**config.mk**
```make
export PLATFORM = sky130hd
export DESIGN_NAME = cla_pipe_adder
export DESIGN_NICKNAME = d
export VERILOG_FILES = /design/src/rtl/cla_pipe_adder.sv
export SDC_FILE = /design/constraint.sdc
export NUM_CORES = 1
export LEC_CHECK = 0
export ABC_AREA = 1
export CORE_UTILIZATION = 46
export CTS_BUF_LIST = sky130_fd_sc_hd__clkbuf_4 sky130_fd_sc_hd__clkbuf_8
export CTS_CLUSTER_DIAMETER = 120
export DETAILED_ROUTE_END_ITERATION = 10
export DONT_BUFFER_PORTS = 1
export PLACE_DENSITY = 0.62
export SYNTH_ARGS = -nofsm -noshare
export SYNTH_HDL_FRONTEND = slang
export SYNTH_SLANG_ARGS = --single-unit
```
**constraint.sdc**
```tcl
create_clock -name clk -period 3.7 [get_ports clk]
set_clock_uncertainty 0.15 [all_clocks]
set_input_delay 0.185 -clock clk [delete_from_list [all_inputs] [get_ports clk]]
set_output_delay 0.185 -clock clk [all_outputs]
set_load 0.01 [all_outputs]
```
**src/rtl/cla_pipe_adder.sv**
```systemverilog
// Pipelined WIDTH-bit carry-lookahead adder (A+B+Cin) with valid/ready handshakes.
// Define CLA_PIPE_OVF_EN to add the registered signed-overflow output 'ovf'.
module cla_pipe_adder #(
  parameter int WIDTH  = 16,
  parameter int STAGES = 2,
  parameter int BLOCK  = 4
) (
  input  logic             clk,
  input  logic             rst,
  input  logic [WIDTH-1:0] in0,
  input  logic [WIDTH-1:0] in1,
  input  logic             in2,
  input  logic             in_valid,
  output logic             in_ready,
  output logic [WIDTH:0]   out0,
  output logic             out_valid,
  input  logic             out_ready
`ifdef CLA_PIPE_OVF_EN
  ,
  output logic             ovf
`endif
);

  localparam int SEG  = WIDTH / STAGES;
  localparam int NBLK = SEG / BLOCK;

  // Two-level lookahead: per-block group P/G, then every group carry as a flat sum of products.
  function automatic logic [SEG:0] cla_carries(input logic [SEG-1:0] a,
                                               input logic [SEG-1:0] b,
                                               input logic           cin);
    logic [SEG-1:0]  p;
    logic [SEG-1:0]  g;
    logic [SEG:0]    cy;
    logic [NBLK-1:0] gp;
    logic [NBLK-1:0] gg;
    logic [NBLK:0]   gc;
    logic            t;
    p = a ^ b;
    g = a & b;
    for (int j = 0; j < NBLK; j++) begin
      gg[j] = 1'b0;
      gp[j] = 1'b1;
      for (int i = 0; i < BLOCK; i++) begin
        gg[j] = g[j*BLOCK+i] | (p[j*BLOCK+i] & gg[j]);
        gp[j] = gp[j] & p[j*BLOCK+i];
      end
    end
    gc[0] = cin;
    for (int j = 0; j < NBLK; j++) begin
      gc[j+1] = 1'b0;
      t = 1'b1;
      for (int k = j; k >= 0; k--) begin
        gc[j+1] = gc[j+1] | (gg[k] & t);
        t = t & gp[k];
      end
      gc[j+1] = gc[j+1] | (t & cin);
    end
    for (int j = 0; j < NBLK; j++) begin
      cy[j*BLOCK] = gc[j];
      for (int i = 0; i < BLOCK - 1; i++) begin
        cy[j*BLOCK+i+1] = g[j*BLOCK+i] | (p[j*BLOCK+i] & cy[j*BLOCK+i]);
      end
    end
    cy[SEG] = gc[NBLK];
    return cy;
  endfunction

  logic en;

  assign en       = !out_valid || out_ready;
  assign in_ready = en && !rst;

  for (genvar k = 0; k < STAGES; k++) begin : g_stage
    localparam int REM = WIDTH - k*SEG;

    logic [REM-1:0]         a_in;
    logic [REM-1:0]         b_in;
    logic                   c_in;
    logic                   v_in;
    logic [SEG:0]           c;
    logic [(k+1)*SEG-1:0]   s_d;
    logic [(k+1)*SEG-1:0]   s_q;
    logic                   co_q;
    logic                   v_q;

    if (k == 0) begin : g_head
      assign a_in = in0;
      assign b_in = in1;
      assign c_in = in2;
      assign v_in = in_valid && in_ready;
      assign s_d  = a_in[SEG-1:0] ^ b_in[SEG-1:0] ^ c[SEG-1:0];
    end else begin : g_body
      assign a_in = g_stage[k-1].g_fwd.a_q;
      assign b_in = g_stage[k-1].g_fwd.b_q;
      assign c_in = g_stage[k-1].co_q;
      assign v_in = g_stage[k-1].v_q;
      assign s_d  = {a_in[SEG-1:0] ^ b_in[SEG-1:0] ^ c[SEG-1:0], g_stage[k-1].s_q};
    end

    assign c = cla_carries(a_in[SEG-1:0], b_in[SEG-1:0], c_in);

    // Whole pipeline moves in lockstep so a stalled result never gets overwritten.
    always_ff @(posedge clk or posedge rst) begin
      if (rst) begin
        s_q  <= '0;
        co_q <= 1'b0;
        v_q  <= 1'b0;
      end else if (en) begin
        s_q  <= s_d;
        co_q <= c[SEG];
        v_q  <= v_in;
      end
    end

    if (k < STAGES - 1) begin : g_fwd
      logic [REM-SEG-1:0] a_q;
      logic [REM-SEG-1:0] b_q;

      always_ff @(posedge clk or posedge rst) begin
        if (rst) begin
          a_q <= '0;
          b_q <= '0;
        end else if (en) begin
          a_q <= a_in[REM-1:SEG];
          b_q <= b_in[REM-1:SEG];
        end
      end
    end

`ifdef CLA_PIPE_OVF_EN
    if (k == STAGES - 1) begin : g_ovf
      logic ovf_q;

      // Carry into the MSB differs from carry out of it exactly on signed overflow.
      always_ff @(posedge clk or posedge rst) begin
        if (rst) begin
          ovf_q <= 1'b0;
        end else if (en) begin
          ovf_q <= c[SEG] ^ c[SEG-1];
        end
      end
    end
`endif
  end

  assign out0      = {g_stage[STAGES-1].co_q, g_stage[STAGES-1].s_q};
  assign out_valid = g_stage[STAGES-1].v_q;
`ifdef CLA_PIPE_OVF_EN
  assign ovf       = g_stage[STAGES-1].g_ovf.ovf_q;
`endif

endmodule
```
==> results of run 1 <==
==> final cells by class <==
type,instances,area [um2],share of cell area
clock buffer,7,96.34,0.03562
clock inverter,1,30.03,0.01110
inverter,21,91.34,0.03377
multi-input combinational,190,1111,0.4107
sequential,44,1101,0.4070
tap,70,87.58,0.03238
timing repair buffer,19,187.7,0.06938
==> logic make-up (layout without fill, tap and decap cells) <==
kind of cell	Yosys count	count (layout)	synth area share
simple gates	143	143	0.2280
flops	44	44	0.4560
buf+inv	31	48	0.08394
fa+ha+maj	28	28	0.1824
compound gates	15	15	0.03523
xor+xnor	4	4	0.01451
==> power breakdown <==
part | internal (mW) | total, mW | leakage, nW | switching (mW)
clock network | 0.238 | 0.398 | 0.0645 | 0.160
registers | 0.592 | 0.704 | 0.526 | 0.113
logic | 0.131 | 0.291 | 0.810 | 0.161
==> layer usage <==
| layer | routed length [um] | track usage |
|---|---|---|
| met2 | 1990 | 0.2723 |
| met5 | 0 | 0 |
| met1 | 2028 | 0.2262 |
| met4 | 34 | 0.04403 |
| met3 | 144 | 0.05014 |
==> repair_timing <==
item                                   CTS  global route
buffers inserted                         0             0
hold buffers                            18             0
endpoints found under the hold margin   61             0
==> cells in the final DEF, fill, tap and decap left out, drive strengths merged, types with 2 or more instances in the layout <==
master	count
nand2	130
dfrtp	44
inv	20
dlygate4sd3	18
ha	16
fa	12
o21ai	9
nor2	7
clkbuf	7
a21oi	5
xnor2	4
or2	2
nand3	2
==> final timing paths <==
check,to,slack [ns]
max in group asynchronous,g_stage[0].g_fwd.b_q[6]$_DFFE_PP0N_,2.41
setup reg to reg,g_stage[1].s_q[15]$_DFFE_PP0N_,0.89
hold / removal,g_stage[0].s_q[5]$_DFFE_PP0N_,0.009
setup / recovery,g_stage[1].s_q[15]$_DFFE_PP0N_,0.89
min in group asynchronous,g_stage[0].v_q$_DFFE_PP0N_,0.42
hold reg to reg,g_stage[1].s_q[7]$_DFFE_PP0N_,0.33
==> through the flow <==
step	util	setup WS, ns	hold WS, ns
after floorplan	-	0.9846	0.1516
after global placement	0.4726	0.9307	0.1541
after detailed placement	0.4726	0.8895	0.1563
after CTS	0.5330	0.8927	0.001667
after global routing	0.5330	0.7328	0.01137
final	0.5330	0.8867	0.008524
==> worst max-delay path, stage by stage (launching register included) <==
cell and delay [ns]:
sky130_fd_sc_hd__dfrtp_1 0.39, sky130_fd_sc_hd__ha_1 0.32, sky130_fd_sc_hd__or2_2 0.29, sky130_fd_sc_hd__a21boi_0 0.14, sky130_fd_sc_hd__fa_1 0.39, sky130_fd_sc_hd__fa_1 0.39, sky130_fd_sc_hd__fa_1 0.38, sky130_fd_sc_hd__xnor2_1 0.13
sky130_fd_sc_hd__o21ai_0 0.16
==> state kept, by name, summed over array words and instances (netlist names) <==
name	flops
g_stage.s_q	24
g_stage.g_fwd.a_q	8
g_stage.g_fwd.b_q	8
g_stage.co_q	2
g_stage.v_q	1
out_valid	1
==> results by stage, run 1 <==
Status:
- The flow ran to the end, and the final reports show no timing, DRC or antenna violations.

Cells and area:
- The layout has 510 filler cells.
- Leaving out filler cells and counting taps, the final layout contains 352.
- The diode insertion count for antenna repair is 0.
- The net count of the finished layout is 346.
- Compared with the post-synthesis result, the final layout area differs by 12.02%.
- In the final layout, the share of cells above drive strength 1 is 0.05319.
- The finished cells cover 0.002705 mm2.

Clocking:
- The insertion delay of the later-clocked pin in the worst-skew pair is 0.29 ns.
- In this run, CTS created clock tree buffers numbering 5.
- The TritonCTS clock tree is built.
- In this run the number of H-tree levels came out at 2.
- The number of sinks driven by the clock tree is 44.
- The clock root buffer is sky130_fd_sc_hd__clkbuf_8.
- The count of instances resized after the clock tree is built is 0.
- The clock transition time at the flip-flop clock pins of the worst setup and hold paths is 0.08 ns.
- The maximum clock path buffer count is 2.

Timing:
- The final hold violation count was 0.
- After routing, the total negative slack on setup checks comes to 0 ns.
- The post-route fraction of the period consumed by the critical path is 0.7604.
- The transition time at the pin with the least slew margin is 0.9036 ns.
- The max-slew violation count is 0.
- The clock period could shrink to 2.813 ns.
- Headroom to the max-slew limit came out at 0.3967.
- For this run, the top clock speed supported by timing is 355.5 MHz.
- The number of setup violations in the final report is 0.
- Setup repair after global routing left no endpoint under its margin.

Logic synthesis:
- Synthesis produced a netlist with a net count of 330.
- After synthesis, the netlist uses 22 different library cells.
- The most common cell in the synthesized netlist is sky130_fd_sc_hd__nand2_1.
- The most instantiated flip-flop cell in the synthesis netlist is sky130_fd_sc_hd__dfrtp_1.
- The number of synthesized register bits is 44.
- Of the synthesized area, sequential elements account for 0.4560.
- By count the netlist is led by sky130_fd_sc_hd__nand2_1, sky130_fd_sc_hd__dfrtp_1, sky130_fd_sc_hd__inv_1, sky130_fd_sc_hd__ha_1, sky130_fd_sc_hd__fa_1.
- The post-synthesis instance area is 0.002415 mm2.
- In the synthesized netlist the async set-or-reset flop fraction comes to 1.000.
- Yosys mapped a number of flops with a built-in enable equal to 0.
- Summed over all instances, the cell type with the most area after synthesis is sky130_fd_sc_hd__dfrtp_1.
- Dividing the synthesized area by the synthesized cell count gives 9.113 um2.
- Synthesis produced 265 cells.
- The area share of the largest cell type after synthesis is 0.4560.
- By area the synthesized netlist is led by sky130_fd_sc_hd__dfrtp_1, sky130_fd_sc_hd__nand2_1, sky130_fd_sc_hd__fa_1, sky130_fd_sc_hd__ha_1, sky130_fd_sc_hd__inv_1.
- The Yosys step of the flow raised 0 warnings.

Setup path:
- The type of element capturing the critical path is a register.
- The worst reg2reg path startpoint is g_stage[0].g_fwd.a_q[3]$_DFFE_PP0N_.
- The critical path starts at g_stage[0].g_fwd.a_q[3]$_DFFE_PP0N_.
- The startpoint class of the critical path is a register.
- The worst register-to-register path has a depth of 8.
- The worst-path maximum fanout is 2.
- STA puts the critical path data arrival time at 2.87 ns.
- At the worst endpoint, the required time is 3.75 ns.
- The kind of critical path is register to register.

Die:
- The height of the die is 74.46 um.
- The floorplan core area is 0.005075 mm2.
- The die covers 0.005544 mm2.
- The number of standard-cell rows in the floorplan is 26.
- 56 I/O pins were placed.
- The die outline width is 74.46 um.
- For this configuration, the core starts out at a cell density of 0.4758.

Placed design:
- The last weighted congestion value of the routability-driven placer is 0.7094.
- Detailed placement finished with a half-perimeter wire length of 2834 um.
- The cell area after placement is 0.002399 mm2.
- The quantity of I/O buffers inserted on ports is 0.
- The cell count after placement is 326.

Hold path:
- The startpoint of the worst hold path is in1[5].
- The worst hold path passes through 3 cells.
- The path class of the tightest hold or removal check is input pin to register.

Global route:
- The initial antenna violation count is 0.
- The first-pass GRT wire length is 7079 um.
- The all-layer global routing usage is 0.1699.
- Entering global routing, the biggest net connects 46 pins.
- Global routing finished with a remaining overflow of 0.
- The via count of the first global-routing pass came to 1,551.

Drt:
- The final layout contains routed wiring with a total length of 4196 um.
- The post-detailed-route DRC marker count is 0.
- The first-pass iteration count of the detailed router is 4.
- The DRC marker count from the first detailed-route iteration is 131.
- The via density per instance is 4.577.
- Dividing the detail-routed wire length by the instance count gives 11.92 um.
- The post-detailed-route count of antenna-violating nets is 0.
- The final route contains 1,611 vias.

Pwr:
- The worst supply voltage drop on vdd is 0.0002385 V.
- The power per cell area is 515.2 mW/mm2.
- After layout, the design draws a total of 1.394 mW.
- The static power due to leakage is 1.401 nW.

Run:
- Across the run, the number of max-cap violations was 0.
No activity file was read; power rests on OpenSTA's default activity.
==> run 2: changes to the inputs <==
- PLACE_DENSITY: 0.62 -> 0.64
- clock period: 3.7 -> 2.4 ns (I/O delays scaled with it)
==> run 2 against run 1 <==
Effect of this change: the flow now finishes with violations (negative setup slack); count of clock-buffer cells in the layout fell by 1; hold slack improved by 0.038 ns; wire length up 7.3%; cell area rose by 6.6%; power grew 51%; via count up 5.0%; global-route usage increased by 1.4 points; critical endpoint is now g_stage[1].s_q[14]$_DFFE_PP0N_; largest cell class unchanged; largest power group unchanged.
==> results by stage, run 2 (synthesis results as in run 1) <==
Drt:
- The post-detailed-route count of antenna-violating nets is 0 (unchanged).
- The first-pass iteration count of the detailed router is 4 (unchanged).
- The final routed wire length divided by cell count is 12.10 um (+1.5%).
- The post-detailed-route DRC marker count is 0 (unchanged).
- The DRC marker count from the first detailed-route iteration is 84 (-36%).
- The total routed wirelength is 4501 um (+7.3%).
- The via density per instance is 4.548 (-0.62%).
- The total via count after detailed routing is 1,692 (+5.0%).

Cells and area:
- More flip-flops sit in one register than any other, and that register is g_stage.s_q.
- The top cell types in the final layout, fill and taps aside, are sky130_fd_sc_hd__nand2_1, sky130_fd_sc_hd__dfrtp_1, sky130_fd_sc_hd__dlygate4sd3_1, sky130_fd_sc_hd__inv_1, sky130_fd_sc_hd__ha_1.
- The net count of the finished layout is 366 (+5.8%).
- The number of flip-flops under the largest register name is 24 (unchanged).
- In the final layout, the registers with the most flip-flops are g_stage.s_q (24), g_stage.g_fwd.a_q (8), g_stage.g_fwd.b_q (8).
- From synthesis to final layout, the design area changed by 19.38%.
- The share of cells above drive strength 1 is 0.1026 (+0.04946).
- The diode insertion count for antenna repair is 0 (unchanged).
- The number of fill cells came to 504 (-1.2%).
- The most common cell after layout, fill and taps aside is sky130_fd_sc_hd__nand2_1.

Setup path:
- Walking the worst path, the cells encountered are ha_1, or2_4, a21boi_4, fa_2, fa_2, fa_2, nand2_1, nand2_1.
- The worst setup path is captured at a register.
- The worst-path maximum fanout is 2 (unchanged).
- The cell type of the slowest stage on the worst timing path is sky130_fd_sc_hd__fa_2.
- The cell seen most often among critical-path stages is sky130_fd_sc_hd__fa_2.
- The critical path required time came to 2.48 ns (-1.27 ns).
- The kind of critical path is register to register.
- The critical path's largest stage delay is 0.52 ns (+0.13 ns).
- The startpoint class of the critical path is a register.
- The arrival time reported for the critical path endpoint is 2.69 ns (-0.18 ns).

Timing:
- The max-slew violation count is 0 (unchanged).
- The transition time at the pin with the least slew margin is 0.9158 ns (+0.01218 ns).
- The number of setup violations in the final report was 2 (+2).
- The final hold violation count is 0 (unchanged).
- Setup repair after global routing could not meet its margin everywhere.
- The shortest period the worst path allows was 2.609 ns (-0.2041 ns).
- The post-route fraction of the period consumed by the critical path is 1.087 (+0.3268).
- The smallest setup slack after layout is -0.2093 ns (-1.096 ns).
- The achievable frequency came to 383.3 MHz (+7.8%).
- The relative slew slack is 0.3886 (-0.008130).

Clocking:
- The total CTS buffers is 5 (unchanged).
- The number of sinks driven by the clock tree is 44 (unchanged).
- The TritonCTS clock tree is built.
- The clock root buffer is sky130_fd_sc_hd__clkbuf_8.
- The maximum clock path buffer count is 2 (unchanged).
- The clock transition time at the flip-flop clock pins of the worst setup and hold paths is 0.08 ns (about the same).
- The number of H-tree branching levels is 2 (unchanged).
- The insertion delay of the later-clocked pin in the worst-skew pair came to 0.29 ns (about the same).

Placed design:
- The post-DP HPWL is 2979 um (+5.1%).
- The quantity of I/O buffers inserted on ports is 0 (unchanged).
- The post-placement worst setup slack is -0.2202 ns (-1.110 ns).
- The last weighted congestion value of the routability-driven placer is 0.7604 (+7.2%).

Global route:
- The all-layer global routing usage was 0.1839 (+0.01403).
- The total grt overflow was 0 (unchanged).
- The first-pass GRT wire length is 7631 um (+7.8%).
- The initial antenna violation count is 0 (unchanged).
- The via count of the first global-routing pass is 1,629 (+5.0%).
- The largest net degree at the start of global routing is 46 (unchanged).

Die:
- The number of I/O pins was 56 (unchanged).
- The height of the die is 74.46 um (unchanged).
- The floorplan die area came to 0.005544 mm2 (unchanged).
- The number of standard-cell rows in the floorplan is 26 (unchanged).
- The floorplan core area is 0.005075 mm2 (unchanged).
- The starting density of the core is 0.4758 (unchanged).
- The die outline width is 74.46 um (unchanged).

Pwr:
- The cell internal power dissipation was 1.406 mW (+46%).
- The static power due to leakage was 1.483 nW (+5.9%).
- The switching share of power came to 0.3298 (+0.01909).
- The post-route total power is 2.099 mW (+51%).
- The fraction of power consumed by the clock network is 0.228 (-0.057).
- The power per cell area is 728.0 mW/mm2 (+41%).
- The sequential share of power was 0.516 (+0.011).
- The net switching power figure is 692.2 uW (+60%).
- The worst supply voltage drop on vdd is 0.0004514 V (+89%).
- The part of the total power dissipated in combinational logic was 0.256 (+0.047).

Hold path:
- The min-delay analysis places its worst path in the category input pin to register.

Status:
- The final reports fail on negative setup slack.
- The run finished, with violations left.

Run:
- The number of maximum-capacitance constraint violations came to 0 (unchanged).
-- run 2: changes by cell type in the layout (fill, tap and decap cells not counted), sizes merged --
cell | previous run | this run
clkbuf | 7 | 6
bufinv | 1 | 0
buf | 1 | 10
clkinv | 1 | 3
dlygate4sd3 | 18 | 29
-- run 2: worst paths after layout --
check	depth (start not counted)	slack, ns	endpoint	startpoint
min in group asynchronous	2	0.37	g_stage[0].v_q$_DFFE_PP0N_	rst
max in group asynchronous	2	1.16	g_stage[0].s_q[3]$_DFFE_PP0N_	rst
worst max-delay path	8	-0.21	g_stage[1].s_q[14]$_DFFE_PP0N_	g_stage[0].g_fwd.b_q[3]$_DFFE_PP0N_
worst min register to register	2	0.31	out_valid$_DFFE_PP0N_	g_stage[0].v_q$_DFFE_PP0N_
worst max register to register	8	-0.21	g_stage[1].s_q[14]$_DFFE_PP0N_	g_stage[0].g_fwd.b_q[3]$_DFFE_PP0N_
worst min-delay path	3	0.05	g_stage[0].s_q[0]$_DFFE_PP0N_	in1[0]
-- run 2: power groups by stage --
stage | Sequential, mW | Combinational [mW] | Clock (mW)
2_1_floorplan | 1.06 | 0.392 | 0
3_3_place_gp | 1.10 | 0.454 | 0
3_5_place_dp | 1.10 | 0.464 | 0
4_1_cts | 1.09 | 0.538 | 0.500
5_1_grt | 1.12 | 0.635 | 0.532
6_report | 1.08 | 0.537 | 0.479
-- run 2: critical path, delay by kind of cell, from the launching register on --
family | cells | cell delay, ns
adders and majority gates | 4 | 1.52
AOI/OAI and AO/OA | 1 | 0.14
DFF | 1 | 0.39
and+or+nand+nor | 3 | 0.36
-- run 2: routing by layer --
layer / GRT usage / vias to the layer above / wire length [um]
met5: 0 / - / 0
met3: 0.03388 / 5 / 142
met1: 0.2485 / 778 / 2095
li1: - / 877 / -
met2: 0.3013 / 32 / 2203
met4: 0.05660 / 0 / 59
-- run 2: area by class of cell --
type                    count  area [um2]  area share
well taps                  70       87.58     0.03038
clock inverters             2       10.01    0.003472
multi-input cells         190        1145      0.3971
clock buffers               6       82.58     0.02865
repair buffers             39       365.4      0.1267
inverters                  21       91.34     0.03168
flip-flops and latches     44        1101      0.3819
-- run 2: what timing repair did --
item                       in CTS  in global routing
setup endpoints to repair       2                  3
hold buffers                   29                  1
buffers inserted                2                  0
pin swaps                       2                  3
hold endpoints to repair       67                  1
resized for setup               2                  4
-- run 2: metrics by stage --
step | instance area, um2 | std cells | util | setup TNS (ns) | hold WS [ns]
floorplan | 2429 | 265 | - | -0.2951 | 0.08661
global placement | 2465 | 333 | 0.4857 | -0.4166 | 0.09011
detailed placement | 2465 | 333 | 0.4857 | -0.5504 | 0.09170
CTS | 2870 | 372 | 0.5656 | -0.4140 | 0.01099
global route | 2883 | 372 | 0.5680 | -0.5709 | 0.05204
finish | 2883 | 372 | 0.5680 | -0.3968 | 0.04694
==> run 3: changes to the inputs <==
- REMOVE_ABC_BUFFERS: unset -> 1
==> run 3 against run 2 <==
Effect of this change: the run still ends with negative setup slack left; largest cell class unchanged; highest routed layer unchanged; critical path depth did not move; register-to-register slack barely moved; sequential share of layout area fell by 1.1 points; die area did not move; count of clock-buffer cells in the layout fell by 1; largest power group unchanged; combinational power fell by 1%; power rose by 14%; global-route usage fell by 0.98 points; clock power rose by 62%; sequential power barely moved; wire length fell by 2.8%; critical endpoint unchanged.
==> results by stage, run 3 (synthesis results as in run 1) <==
Die:
- The floorplan core area came to 0.005075 mm2 (unchanged).
- The floorplan die area was 0.005544 mm2 (unchanged).
- The number of I/O pins is 56 (unchanged).
- The starting density of the core is 0.4758 (unchanged).
- The die outline width is 74.46 um (unchanged).
- The number of standard-cell rows in the floorplan is 26 (unchanged).
- The height of the die is 74.46 um (unchanged).

Timing:
- The relative slew slack came to 0.3953 (+0.006716).
- The smallest setup slack after layout is -0.2230 ns (-0.01373 ns).
- The achievable frequency was 381.2 MHz (-0.52%).
- The worst hold slack across all endpoints is 0.07616 ns (+0.02921 ns).
- The final setup TNS is -0.4033 ns (-0.006486 ns).
- The final hold violation count was 0 (unchanged).
- Setup repair after global routing could not meet its margin everywhere.
- The max-slew violation count came to 0 (unchanged).
- The number of setup violations in the final report is 2 (unchanged).
- The transition time at the pin with the least slew margin is 0.9058 ns (-0.01006 ns).
- The shortest period the worst path allows is 2.623 ns (+0.01374 ns).
- The post-route fraction of the period consumed by the critical path is 1.093 (+0.005723).

Drt:
- The post-detailed-route count of antenna-violating nets is 0 (unchanged).
- The final routed wire length divided by cell count is 11.70 um (-3.3%).
- The total via count after detailed routing is 1,748 (+3.3%).
- The total routed wirelength is 4377 um (-2.8%).
- The first-pass iteration count of the detailed router is 4 (unchanged).
- The post-detailed-route DRC marker count is 0 (unchanged).
- The via density per instance came to 4.674 (+2.8%).
- The DRC marker count from the first detailed-route iteration is 42 (-50%).

Setup path:
- The worst setup path is launched from a register.
- The cell seen most often among critical-path stages is sky130_fd_sc_hd__fa_2.
- The arrival time reported for the critical path endpoint is 2.71 ns (+0.02 ns).
- The total buffers and inverters traversed by the critical path is 0 (unchanged).
- The critical path's largest stage delay came to 0.52 ns (about the same).
- The critical path is of the register to register type.
- The worst reg2reg path startpoint is g_stage[0].g_fwd.a_q[3]$_DFFE_PP0N_.
- The length in cells of the worst reg-to-reg path was 8 (unchanged).
- The kind of cell with the highest combined delay along the critical path is adder cells.
- The worst-path maximum fanout is 2 (unchanged).
- The worst reg-to-reg setup slack was -0.22 ns (about the same).
- The type of element capturing the critical path is a register.
- The critical path required time was 2.49 ns (about the same).
- The critical path goes through ha_1, or2_4, a21boi_4, fa_2, fa_2, fa_2, nand2_1, nand2_1.
- The worst register-to-register path ends at g_stage[1].s_q[14]$_DFFE_PP0N_.
- The cell type of the slowest stage on the worst timing path is sky130_fd_sc_hd__fa_2.

Clocking:
- The maximum clock path buffer count was 2 (unchanged).
- The number of H-tree branching levels came to 2 (unchanged).
- The insertion delay of the later-clocked pin in the worst-skew pair came to 0.30 ns (about the same).
- The total CTS buffers came to 5 (unchanged).
- The tree is rooted in a sky130_fd_sc_hd__clkbuf_8.
- The number of sinks driven by the clock tree is 44 (unchanged).
- The clock transition time at the flip-flop clock pins of the worst setup and hold paths is 0.08 ns (about the same).
- TritonCTS built the clock tree.

Global route:
- The largest net degree at the start of global routing is 46 (unchanged).
- The initial antenna violation count was 0 (unchanged).
- The via count of the first global-routing pass is 1,760 (+8.0%).
- The first-pass GRT wire length was 7327 um (-4.0%).
- The all-layer global routing usage was 0.1741 (-0.009801).
- The total grt overflow was 0 (unchanged).

Cells and area:
- The number of fill cells was 478 (-5.2%).
- The share of cells above drive strength 1 is 0.1020 (-0.0006753).
- Leaving out fill and tap cells, the most frequent cell in the layout is sky130_fd_sc_hd__nand2_1.
- The net count of the finished layout is 368 (+0.55%).
- The diode insertion count for antenna repair was 0 (unchanged).
- Compared with the post-synthesis result, the final layout area differs by 23.06%.
- Leaving out fill and tap cells, the most frequent cells in the layout are sky130_fd_sc_hd__nand2_1, sky130_fd_sc_hd__dfrtp_1, sky130_fd_sc_hd__dlygate4sd3_1, sky130_fd_sc_hd__inv_1, sky130_fd_sc_hd__ha_1.
- The design area is 0.002972 mm2 (+3.1%).
- Counting flops per register, the top entry is g_stage.s_q.
- The number of flip-flops under the largest register name is 24 (unchanged).
- The largest registers in the layout are g_stage.s_q (24), g_stage.g_fwd.a_q (8), g_stage.g_fwd.b_q (8).

Hold path:
- The type of the most critical hold path is input pin to register.
- The worst hold path depth came to 3 (unchanged).
- The hold-critical path endpoint is g_stage[0].s_q[7]$_DFFE_PP0N_.
- The startpoint of the worst hold path is in1[7].

Run:
- The number of maximum-capacitance constraint violations is 0 (unchanged).

Pwr:
- The post-route total power is 2.385 mW (+14%).
- The worst supply voltage drop on vdd came to 0.0003098 V (-31%).
- The power per cell area was 802.5 mW/mm2 (+10%).
- The static power due to leakage is 1.522 nW (+2.6%).

Status:
- The final reports fail on negative setup slack.
- The run finished, with violations left.

Placed design:
- The post-DP HPWL is 2942 um (-1.2%).
- The quantity of I/O buffers inserted on ports came to 0 (unchanged).
- The post-placement worst setup slack is -0.4222 ns (-0.2020 ns).
- The last weighted congestion value of the routability-driven placer is 0.6972 (-8.3%).
- The cell area after placement is 0.002479 mm2 (+0.56%).
[run 3: area by class of cell]
cell class                 count  area [um2]  share of cell area
clock buffer                   5       68.82             0.02316
clock inverter                 3       90.09             0.03032
inverter                      21       91.34             0.03074
multi-input combinational    190        1137              0.3827
sequential                    44        1101              0.3705
tap                           70       87.58             0.02947
timing repair buffer          41       395.4              0.1331
[run 3: report_power, final]
group	leakage, nW	internal (mW)	switching (mW)
logic	0.917	0.265	0.265
clock network	0.0784	0.520	0.257
registers	0.526	0.912	0.165
total	1.52	1.70	0.687
[run 3: timing repair]
| action | CTS | global route |
|---|---|---|
| setup buffers | 1 | 0 |
| endpoints found under the hold margin | 67 | 1 |
| pin swaps | 6 | 4 |
| gates resized for setup | 8 | 2 |
| setup endpoints to repair | 2 | 4 |
| hold buffers | 30 | 1 |
[run 3: worst max path at each step]
stage	from	to	slack, ns	cells past startpoint
floorplan	g_stage[0].g_fwd.a_q[3]$_DFFE_PP0N_	g_stage[1].s_q[15]$_DFFE_PP0N_	-0.32	8
global placement	g_stage[0].g_fwd.a_q[3]$_DFFE_PP0N_	g_stage[1].s_q[15]$_DFFE_PP0N_	-0.35	8
detailed placement	g_stage[0].g_fwd.a_q[3]$_DFFE_PP0N_	g_stage[1].s_q[15]$_DFFE_PP0N_	-0.42	8
CTS	g_stage[0].g_fwd.b_q[3]$_DFFE_PP0N_	g_stage[1].s_q[14]$_DFFE_PP0N_	-0.27	8
global route	g_stage[0].g_fwd.a_q[3]$_DFFE_PP0N_	g_stage[1].s_q[14]$_DFFE_PP0N_	-0.29	8
finish	g_stage[0].g_fwd.a_q[3]$_DFFE_PP0N_	g_stage[1].s_q[14]$_DFFE_PP0N_	-0.22	8
[run 3: routing by layer]
metal / up-vias / track usage / share of wire
met3: 7 / 0.04743 / 0.062
met4: 0 / 0.06918 / 0.016
met5: - / 0 / 0
met1: 812 / 0.1979 / 0.42
li1: 884 / - / -
met2: 45 / 0.3093 / 0.50
[run 3: stage by stage]
stage          instances  utilization
3_5_place_dp         335       0.4884
6_report             374       0.5856
2_1_floorplan        255            -
5_1_grt              374       0.5856
4_1_cts              374       0.5846
3_3_place_gp         335       0.4884
[run 3: worst register-to-register path, delay by kind of cell (launching register included)]
| kind | cells | cell delay [ns] |
|---|---|---|
| AOI/OAI and AO/OA | 1 | 0.14 |
| adders and majority gates | 4 | 1.52 |
| DFF | 1 | 0.39 |
| and+or+nand+nor | 3 | 0.37 |
